$ cat src/rtl/instr_fetch_unit_pkg.sv
// rtl/instr_fetch_unit_pkg.sv - shared fetch state encodings and sizing helper
package instr_fetch_unit_pkg;

    typedef enum logic [1:0] {
        FETCH_IDLE    = 2'd0,
        FETCH_WAIT    = 2'd1,
        FETCH_DISCARD = 2'd2
    } fetch_state_e;

    // Occupancy counter width able to hold 0..depth inclusive.
    function automatic int count_width(input int depth);
        return $clog2(depth) + 1;
    endfunction

endpackage

$ cat src/rtl/instr_fetch_unit_if.sv
// rtl/instr_fetch_unit_if.sv - ROM, instruction and redirect signals of the fetch stage
interface instr_fetch_unit_if #(
    parameter int INSTR_WIDTH  = 16,
    parameter int I_ADDR_WIDTH = 10
) ();

    logic                    rom_req;
    logic [I_ADDR_WIDTH-1:0] rom_addr;
    logic                    rom_valid;
    logic [INSTR_WIDTH-1:0]  rom_data;

    logic                    instr_valid;
    logic [INSTR_WIDTH-1:0]  instr;
    logic [I_ADDR_WIDTH-1:0] instr_pc;
    logic                    instr_ready;

    logic                    redirect_valid;
    logic [I_ADDR_WIDTH-1:0] redirect_pc;

    modport master (
        output rom_req,
        output rom_addr,
        input  rom_valid,
        input  rom_data,
        output instr_valid,
        output instr,
        output instr_pc,
        input  instr_ready,
        input  redirect_valid,
        input  redirect_pc
    );

    modport slave (
        input  rom_req,
        input  rom_addr,
        output rom_valid,
        output rom_data,
        input  instr_valid,
        input  instr,
        input  instr_pc,
        output instr_ready,
        output redirect_valid,
        output redirect_pc
    );

endinterface

$ cat src/rtl/instr_fetch_unit_fetch_fifo.sv
// rtl/instr_fetch_unit_fetch_fifo.sv - prefetch FIFO holding {instruction, pc} entries
module fetch_fifo
    import instr_fetch_unit_pkg::*;
#(
    parameter int WIDTH = 26,
    parameter int DEPTH = 4,
    localparam int PTR_W = $clog2(DEPTH),
    localparam int CNT_W = count_width(DEPTH)
) (
    input  logic             clk,
    input  logic             reset,
    input  logic             push,
    input  logic             pop,
    input  logic             flush,
    input  logic [WIDTH-1:0] wdata,
    output logic [WIDTH-1:0] rdata,
    output logic [CNT_W-1:0] count,
    output logic             empty,
    output logic             full
);

    logic [WIDTH-1:0] mem [DEPTH];
    logic [PTR_W-1:0] wr_ptr;
    logic [PTR_W-1:0] rd_ptr;
    logic             do_push;
    logic             do_pop;

    assign empty   = (count == '0);
    assign full    = (count == CNT_W'(DEPTH));
    assign do_pop  = pop && !empty;
    // A full FIFO can still take a write when the head leaves in the same cycle.
    assign do_push = push && (!full || do_pop);
    assign rdata   = mem[rd_ptr];

    always_ff @(posedge clk or posedge reset) begin
        if (reset) begin
            wr_ptr <= '0;
            rd_ptr <= '0;
            count  <= '0;
            for (int i = 0; i < DEPTH; i++) begin
                mem[i] <= '0;
            end
        end else if (flush) begin
            wr_ptr <= '0;
            rd_ptr <= '0;
            count  <= '0;
        end else begin
            if (do_push) begin
                mem[wr_ptr] <= wdata;
                wr_ptr      <= wr_ptr + 1'b1;
            end
            if (do_pop) begin
                rd_ptr <= rd_ptr + 1'b1;
            end
            count <= count + CNT_W'(do_push) - CNT_W'(do_pop);
        end
    end

endmodule

$ cat src/rtl/instr_fetch_unit.sv
// rtl/instr_fetch_unit.sv - single-outstanding ROM prefetcher with redirect flush
module instr_fetch_unit
    import instr_fetch_unit_pkg::*;
#(
    parameter int INSTR_WIDTH  = 16,
    parameter int I_ADDR_WIDTH = 10,
    parameter int DEPTH        = 4,
    parameter int RESET_PC     = 0
) (
    input logic               clk,
    input logic               reset,
    instr_fetch_unit_if.master bus
);

    localparam int CNT_W = count_width(DEPTH);
    localparam int FW    = INSTR_WIDTH + I_ADDR_WIDTH;

    fetch_state_e            state;
    logic [I_ADDR_WIDTH-1:0] fetch_pc;
    logic [I_ADDR_WIDTH-1:0] req_pc;

    logic [FW-1:0]           fifo_rdata;
    logic [CNT_W-1:0]        fifo_count;
    logic                    fifo_empty;
    logic                    fifo_full;

    logic                    accept;
    logic                    pop;
    logic                    slot_free;
    logic                    room;
    logic                    issue;
    logic [CNT_W:0]          next_count;

    assign accept = (state == FETCH_WAIT) && bus.rom_valid && !bus.redirect_valid;

    assign bus.instr_valid = !fifo_empty && !bus.redirect_valid;
    assign bus.instr       = fifo_rdata[FW-1:I_ADDR_WIDTH];
    assign bus.instr_pc    = fifo_rdata[I_ADDR_WIDTH-1:0];
    assign pop             = bus.instr_valid && bus.instr_ready;

    // Occupancy as it will stand after this edge, so a response landing now
    // and a new request issued now never overrun the FIFO.
    assign next_count = {1'b0, fifo_count} + (CNT_W+1)'(accept) - (CNT_W+1)'(pop);
    assign room       = (!fifo_full || pop) && (next_count < (CNT_W+1)'(DEPTH));

    assign slot_free = (state == FETCH_IDLE) || ((state == FETCH_WAIT) && bus.rom_valid);
    assign issue     = !reset && slot_free && !bus.redirect_valid && room;

    assign bus.rom_req  = issue;
    assign bus.rom_addr = issue ? fetch_pc : '0;

    fetch_fifo #(
        .WIDTH (FW),
        .DEPTH (DEPTH)
    ) u_fifo (
        .clk   (clk),
        .reset (reset),
        .push  (accept),
        .pop   (pop),
        .flush (bus.redirect_valid),
        .wdata ({bus.rom_data, req_pc}),
        .rdata (fifo_rdata),
        .count (fifo_count),
        .empty (fifo_empty),
        .full  (fifo_full)
    );

    always_ff @(posedge clk or posedge reset) begin
        if (reset) begin
            state    <= FETCH_IDLE;
            fetch_pc <= I_ADDR_WIDTH'(RESET_PC);
            req_pc   <= '0;
        end else if (bus.redirect_valid) begin
            fetch_pc <= bus.redirect_pc;
            // An outstanding request whose data has not arrived yet must be drained.
            if (state == FETCH_IDLE) begin
                state <= FETCH_IDLE;
            end else begin
                state <= bus.rom_valid ? FETCH_IDLE : FETCH_DISCARD;
            end
        end else if (issue) begin
            state    <= FETCH_WAIT;
            req_pc   <= fetch_pc;
            fetch_pc <= fetch_pc + 1'b1;
        end else begin
            case (state)
                FETCH_WAIT: begin
                    if (bus.rom_valid) begin
                        state <= FETCH_IDLE;
                    end
                end
                FETCH_DISCARD: begin
                    if (bus.rom_valid) begin
                        state <= FETCH_IDLE;
                    end
                end
                default: begin
                    state <= FETCH_IDLE;
                end
            endcase
        end
    end

endmodule

$ cat src/flat_wrapper.sv
// flat-port wrapper written by rule: the top's interface ports become plain ports
module instr_fetch_unit_flat import instr_fetch_unit_pkg::*;
#(
    parameter int INSTR_WIDTH  = 16,
    parameter int I_ADDR_WIDTH = 10,
    parameter int DEPTH        = 4,
    parameter int RESET_PC     = 0
)
  (clk, reset, bus_rom_req, bus_rom_addr, bus_rom_valid, bus_rom_data, bus_instr_valid, bus_instr, bus_instr_pc, bus_instr_ready, bus_redirect_valid, bus_redirect_pc);
  instr_fetch_unit_if #(.INSTR_WIDTH(INSTR_WIDTH), .I_ADDR_WIDTH(I_ADDR_WIDTH)) bus_i ();
  input logic clk;
  input logic reset;
  output wire logic [$bits(bus_i.rom_req)-1:0] bus_rom_req;
  output wire logic [$bits(bus_i.rom_addr)-1:0] bus_rom_addr;
  input wire logic [$bits(bus_i.rom_valid)-1:0] bus_rom_valid;
  input wire logic [$bits(bus_i.rom_data)-1:0] bus_rom_data;
  output wire logic [$bits(bus_i.instr_valid)-1:0] bus_instr_valid;
  output wire logic [$bits(bus_i.instr)-1:0] bus_instr;
  output wire logic [$bits(bus_i.instr_pc)-1:0] bus_instr_pc;
  input wire logic [$bits(bus_i.instr_ready)-1:0] bus_instr_ready;
  input wire logic [$bits(bus_i.redirect_valid)-1:0] bus_redirect_valid;
  input wire logic [$bits(bus_i.redirect_pc)-1:0] bus_redirect_pc;
  assign bus_rom_req = bus_i.rom_req;
  assign bus_rom_addr = bus_i.rom_addr;
  assign bus_i.rom_valid = bus_rom_valid;
  assign bus_i.rom_data = bus_rom_data;
  assign bus_instr_valid = bus_i.instr_valid;
  assign bus_instr = bus_i.instr;
  assign bus_instr_pc = bus_i.instr_pc;
  assign bus_i.instr_ready = bus_instr_ready;
  assign bus_i.redirect_valid = bus_redirect_valid;
  assign bus_i.redirect_pc = bus_redirect_pc;
  instr_fetch_unit #(.INSTR_WIDTH(INSTR_WIDTH), .I_ADDR_WIDTH(I_ADDR_WIDTH), .DEPTH(DEPTH), .RESET_PC(RESET_PC)) u_core (.clk(clk), .reset(reset), .bus(bus_i));
endmodule
$ cat config.mk
export PLATFORM = sky130hd
export DESIGN_NAME = instr_fetch_unit_flat
export DESIGN_NICKNAME = d
export VERILOG_FILES = /design/src/rtl/instr_fetch_unit_pkg.sv /design/src/rtl/instr_fetch_unit_if.sv /design/src/rtl/instr_fetch_unit_fetch_fifo.sv /design/src/rtl/instr_fetch_unit.sv /design/src/flat_wrapper.sv
export SDC_FILE = /design/constraint.sdc
export NUM_CORES = 1
export LEC_CHECK = 0
export CAP_MARGIN = 20
export CORE_MARGIN = 1.5
export CORE_UTILIZATION = 40
export CTS_CLUSTER_DIAMETER = 40
export CTS_CLUSTER_SIZE = 30
export DETAILED_ROUTE_END_ITERATION = 6
export GPL_TIMING_DRIVEN = 0
export PLACE_DENSITY = 0.57
export SLEW_MARGIN = 20
export SYNTH_ARGS = -nofsm -noshare
export SYNTH_HDL_FRONTEND = slang
export SYNTH_SLANG_ARGS = --single-unit
$ cat constraint.sdc
create_clock -name clk -period 10 [get_ports clk]
set_input_delay 2.5 -clock clk [delete_from_list [all_inputs] [get_ports clk]]
set_output_delay 2.5 -clock clk [all_outputs]
set_load 0.01 [all_outputs]
==> impl_metrics.yaml <==
status:
  status: "finished, final reports clean"
pwr:
  p_leak_uw: 0.00352
  powerDensity_nw_per_um2: 258
  ir_drop_v: 0.000133
clocking:
  clk_pin_slew_ns: 0.05
  cts-root-buf: "clkbuf_16"
  htreeDepth: 4
  cts_tree: "done"
  holdBufCountCts: 0
  cts_sinks: 133
  cts_buffers: 17
  clk_latency_ns: 0.41
  cts_buffer_depth: 2
  post_cts_buffers: 0
  cts-resized-gates: 0
setup_path:
  critical_path_class: "primary input to primary output"
  cp_max_fo: 10
  crit_required_ns: 7.50
  critPathLaunchType: "primary input"
  cp.arrival_ns: 6.07
  cp-startpoint: "bus_redirect_valid"
  slowest_delay_ns: 0.56
  end_kind: "primary output"
  path_buf_inv: 6
  crit_family: "buffers and inverters"
  cp_slowest_cell: "clkdlybuf4s50_1"
  path_cells: "clkdlybuf4s50_1 > clkbuf_1 > nor3b_1 > ha_1 > inv_1 > ha_1 > and3b_1 > or4_4 > buf_6 > a21oi_2 > nand2_2 > buf_6 > nor2_1 > clkdlybuf4s50_1"
  r2r_start: "u_core.u_fifo.count[1]"
global_route:
  grt.total_usage: 0.173
  grt_max_degree: 79
  gr-total-overflow: 0
  grt_first_pass_wirelength_um: 21400
  grt_pass1_vias: 4004
  antenna_found_initial: 0
yosys:
  ys_warn_count: 0
  synth-seq-cells: 133
  syn_avg_cell_area_um2: 14.7
  netlist_instances: 421
  yosysSeqAreaShare: 0.539
  syn_area_um2: 6170
  ys_types: 43
  synthesis.nets: 465
  synth_largest_area_cell: "dfrtp_1"
  netlist.area_leader.share: 0.539
  ys_top_cells_by_area: "dfrtp_1 (54%), mux2_2 (20%), mux4_2 (9.5%)"
sta:
  max_freq_mhz: 117
  rsz0062_at_grt: "no"
  slew_headroom: 0.475
  clock_skew_ns: 0.00714
  finalSetupTns_ns: 0
  period_minus_slack_ns: 8.57
  setup_violations: 0
  hold_viol: 0
  slew_violations: 0
  worst_pin_slew_ns: 0.788
  period_share: 0.857
  whs_ns: 0.499
layout:
  area_growth_syn_to_layout_pct: 25.7
  layout_commonest_cell: "dfrtp_1"
  fillCellCount: 1286
  final_cell_mix: "dfrtp_1 (133), mux2_2 (108), clkdlybuf4s50_1 (68), mux4_2 (26), clkbuf_16 (17)"
  nNetsFinal: 553
  final_layout_size_suffix_gt1_frac: 0.360
  antennaDiodeCount: 0
  fin_cells: 710
floorplan:
  rows: 45
  die_h_um: 127
  io_pins: 69
  dieWidth_um: 127
  fp.dieArea_um2: 16200
  initial_utilization: 0.407
  core_um2: 15100
placed_design:
  gp_congestion: 0.802
  dp_hpwl_um: 8520
  port-buffer-count: 68
  place_inst: 678
hold_path:
  min_from: "u_core.u_fifo.mem[29]"
  hold_class: "register to register"
detailed_routing:
  detail-route-antenna-nets: 0
  drt_iter0_drc: 170
  dr.pass1.iters: 4
  drc: 0
  wl_per_cell_um: 18.0
  vias_per_cell: 5.30
  drt_wl_total_um: 12800
  vias: 3766
flow_run:
  maxCapViolCount: 0
-- cell type report --
cell class,count,area (um2),share of cell area
Sequential cell,133,3330,0.429
Multi-Input combinational cell,251,2670,0.345
Timing Repair Buffer,69,708,0.0913
Clock buffer,25,515,0.0665
Tap cell,188,235,0.0303
Clock inverter,7,116,0.0150
Buffer,21,108,0.0139
Inverter,16,67.6,0.00872
-- per-stage QoR --
step / total power [uW] / util / area, um2 / worst slack [ns]
4_1_cts: 2030 / 0.512 / 7750 / 1.42
2_1_floorplan: 1100 / - / 6170 / 2.82
3_5_place_dp: 1360 / 0.470 / 7120 / 1.44
6_report: 2000 / 0.512 / 7750 / 1.43
3_3_place_gp: 1340 / 0.468 / 7090 / 1.39
5_1_grt: 2110 / 0.512 / 7750 / 1.20
-- state kept, by name, summed over array words and instances (netlist names) --
name	flops
u_core.u_fifo.mem	104
u_core.fetch_pc	10
u_core.req_pc	10
u_core.u_fifo.count	3
u_core.state	2
u_core.u_fifo.rd_ptr	2
u_core.u_fifo.wr_ptr	2
-- path summary, 6_finish.rpt --
| kind | end | slack (ns) | cells past startpoint |
|---|---|---|---|
| setup / recovery | bus_rom_addr[9] | 1.43 | 14 |
| hold / removal | u_core.u_fifo.mem[29] | 0.50 | 1 |
| setup reg to reg | u_core.req_pc[2] | 6.94 | 12 |
| hold reg to reg | u_core.u_fifo.mem[29] | 0.50 | 1 |
| max in group asynchronous | u_core.u_fifo.mem[8] | 6.73 | 3 |
| min in group asynchronous | u_core.u_fifo.count[0] | 2.55 | 2 |
-- routing by layer --
metal  track usage  share of wire  vias up
met4        0.0582          0.011        0
met5             0              0        -
met3        0.0436          0.038       11
met1         0.228           0.47     1943
li1              -              -     1728
met2         0.282           0.49       84
-- cells in the mapped netlist, drive strengths merged --
library cell / number
inv: 16
xnor2: 7
o21ai: 9
nand3: 5
dfrtp: 133
nor3: 1
nor3b: 2
and3b: 1
mux4: 26
nand2: 17
or3: 5
xor2: 2
nand4: 2
or4: 1
nand3b: 1
and3: 9
a2bb2oi: 1
a21o: 1
fa: 1
mux2i: 1
nor2b: 1
clkbuf: 7
and4: 1
a2111oi: 3
nor2: 11
ha: 12
o211ai: 1
o31ai: 1
a311o: 1
nand2b: 2
buf: 14
a211oi: 2
mux2: 115
a21oi: 6
a31oi: 3
-- where the power goes --
part           switching (uW)  internal, uW  total (uW)  leakage [uW]
clock network             224           432         655      0.000309
logic                     248           357         604       0.00144
registers                85.0           653         738       0.00177
-- cell families after synthesis --
kind of cell    share of synthesized area
mux                                 0.306
flops                               0.539
simple gates                       0.0503
buf+inv                            0.0272
compound gates                     0.0363
fa+ha+maj                          0.0276
xor+xnor                           0.0128
No activity file was read; power rests on OpenSTA's default activity.
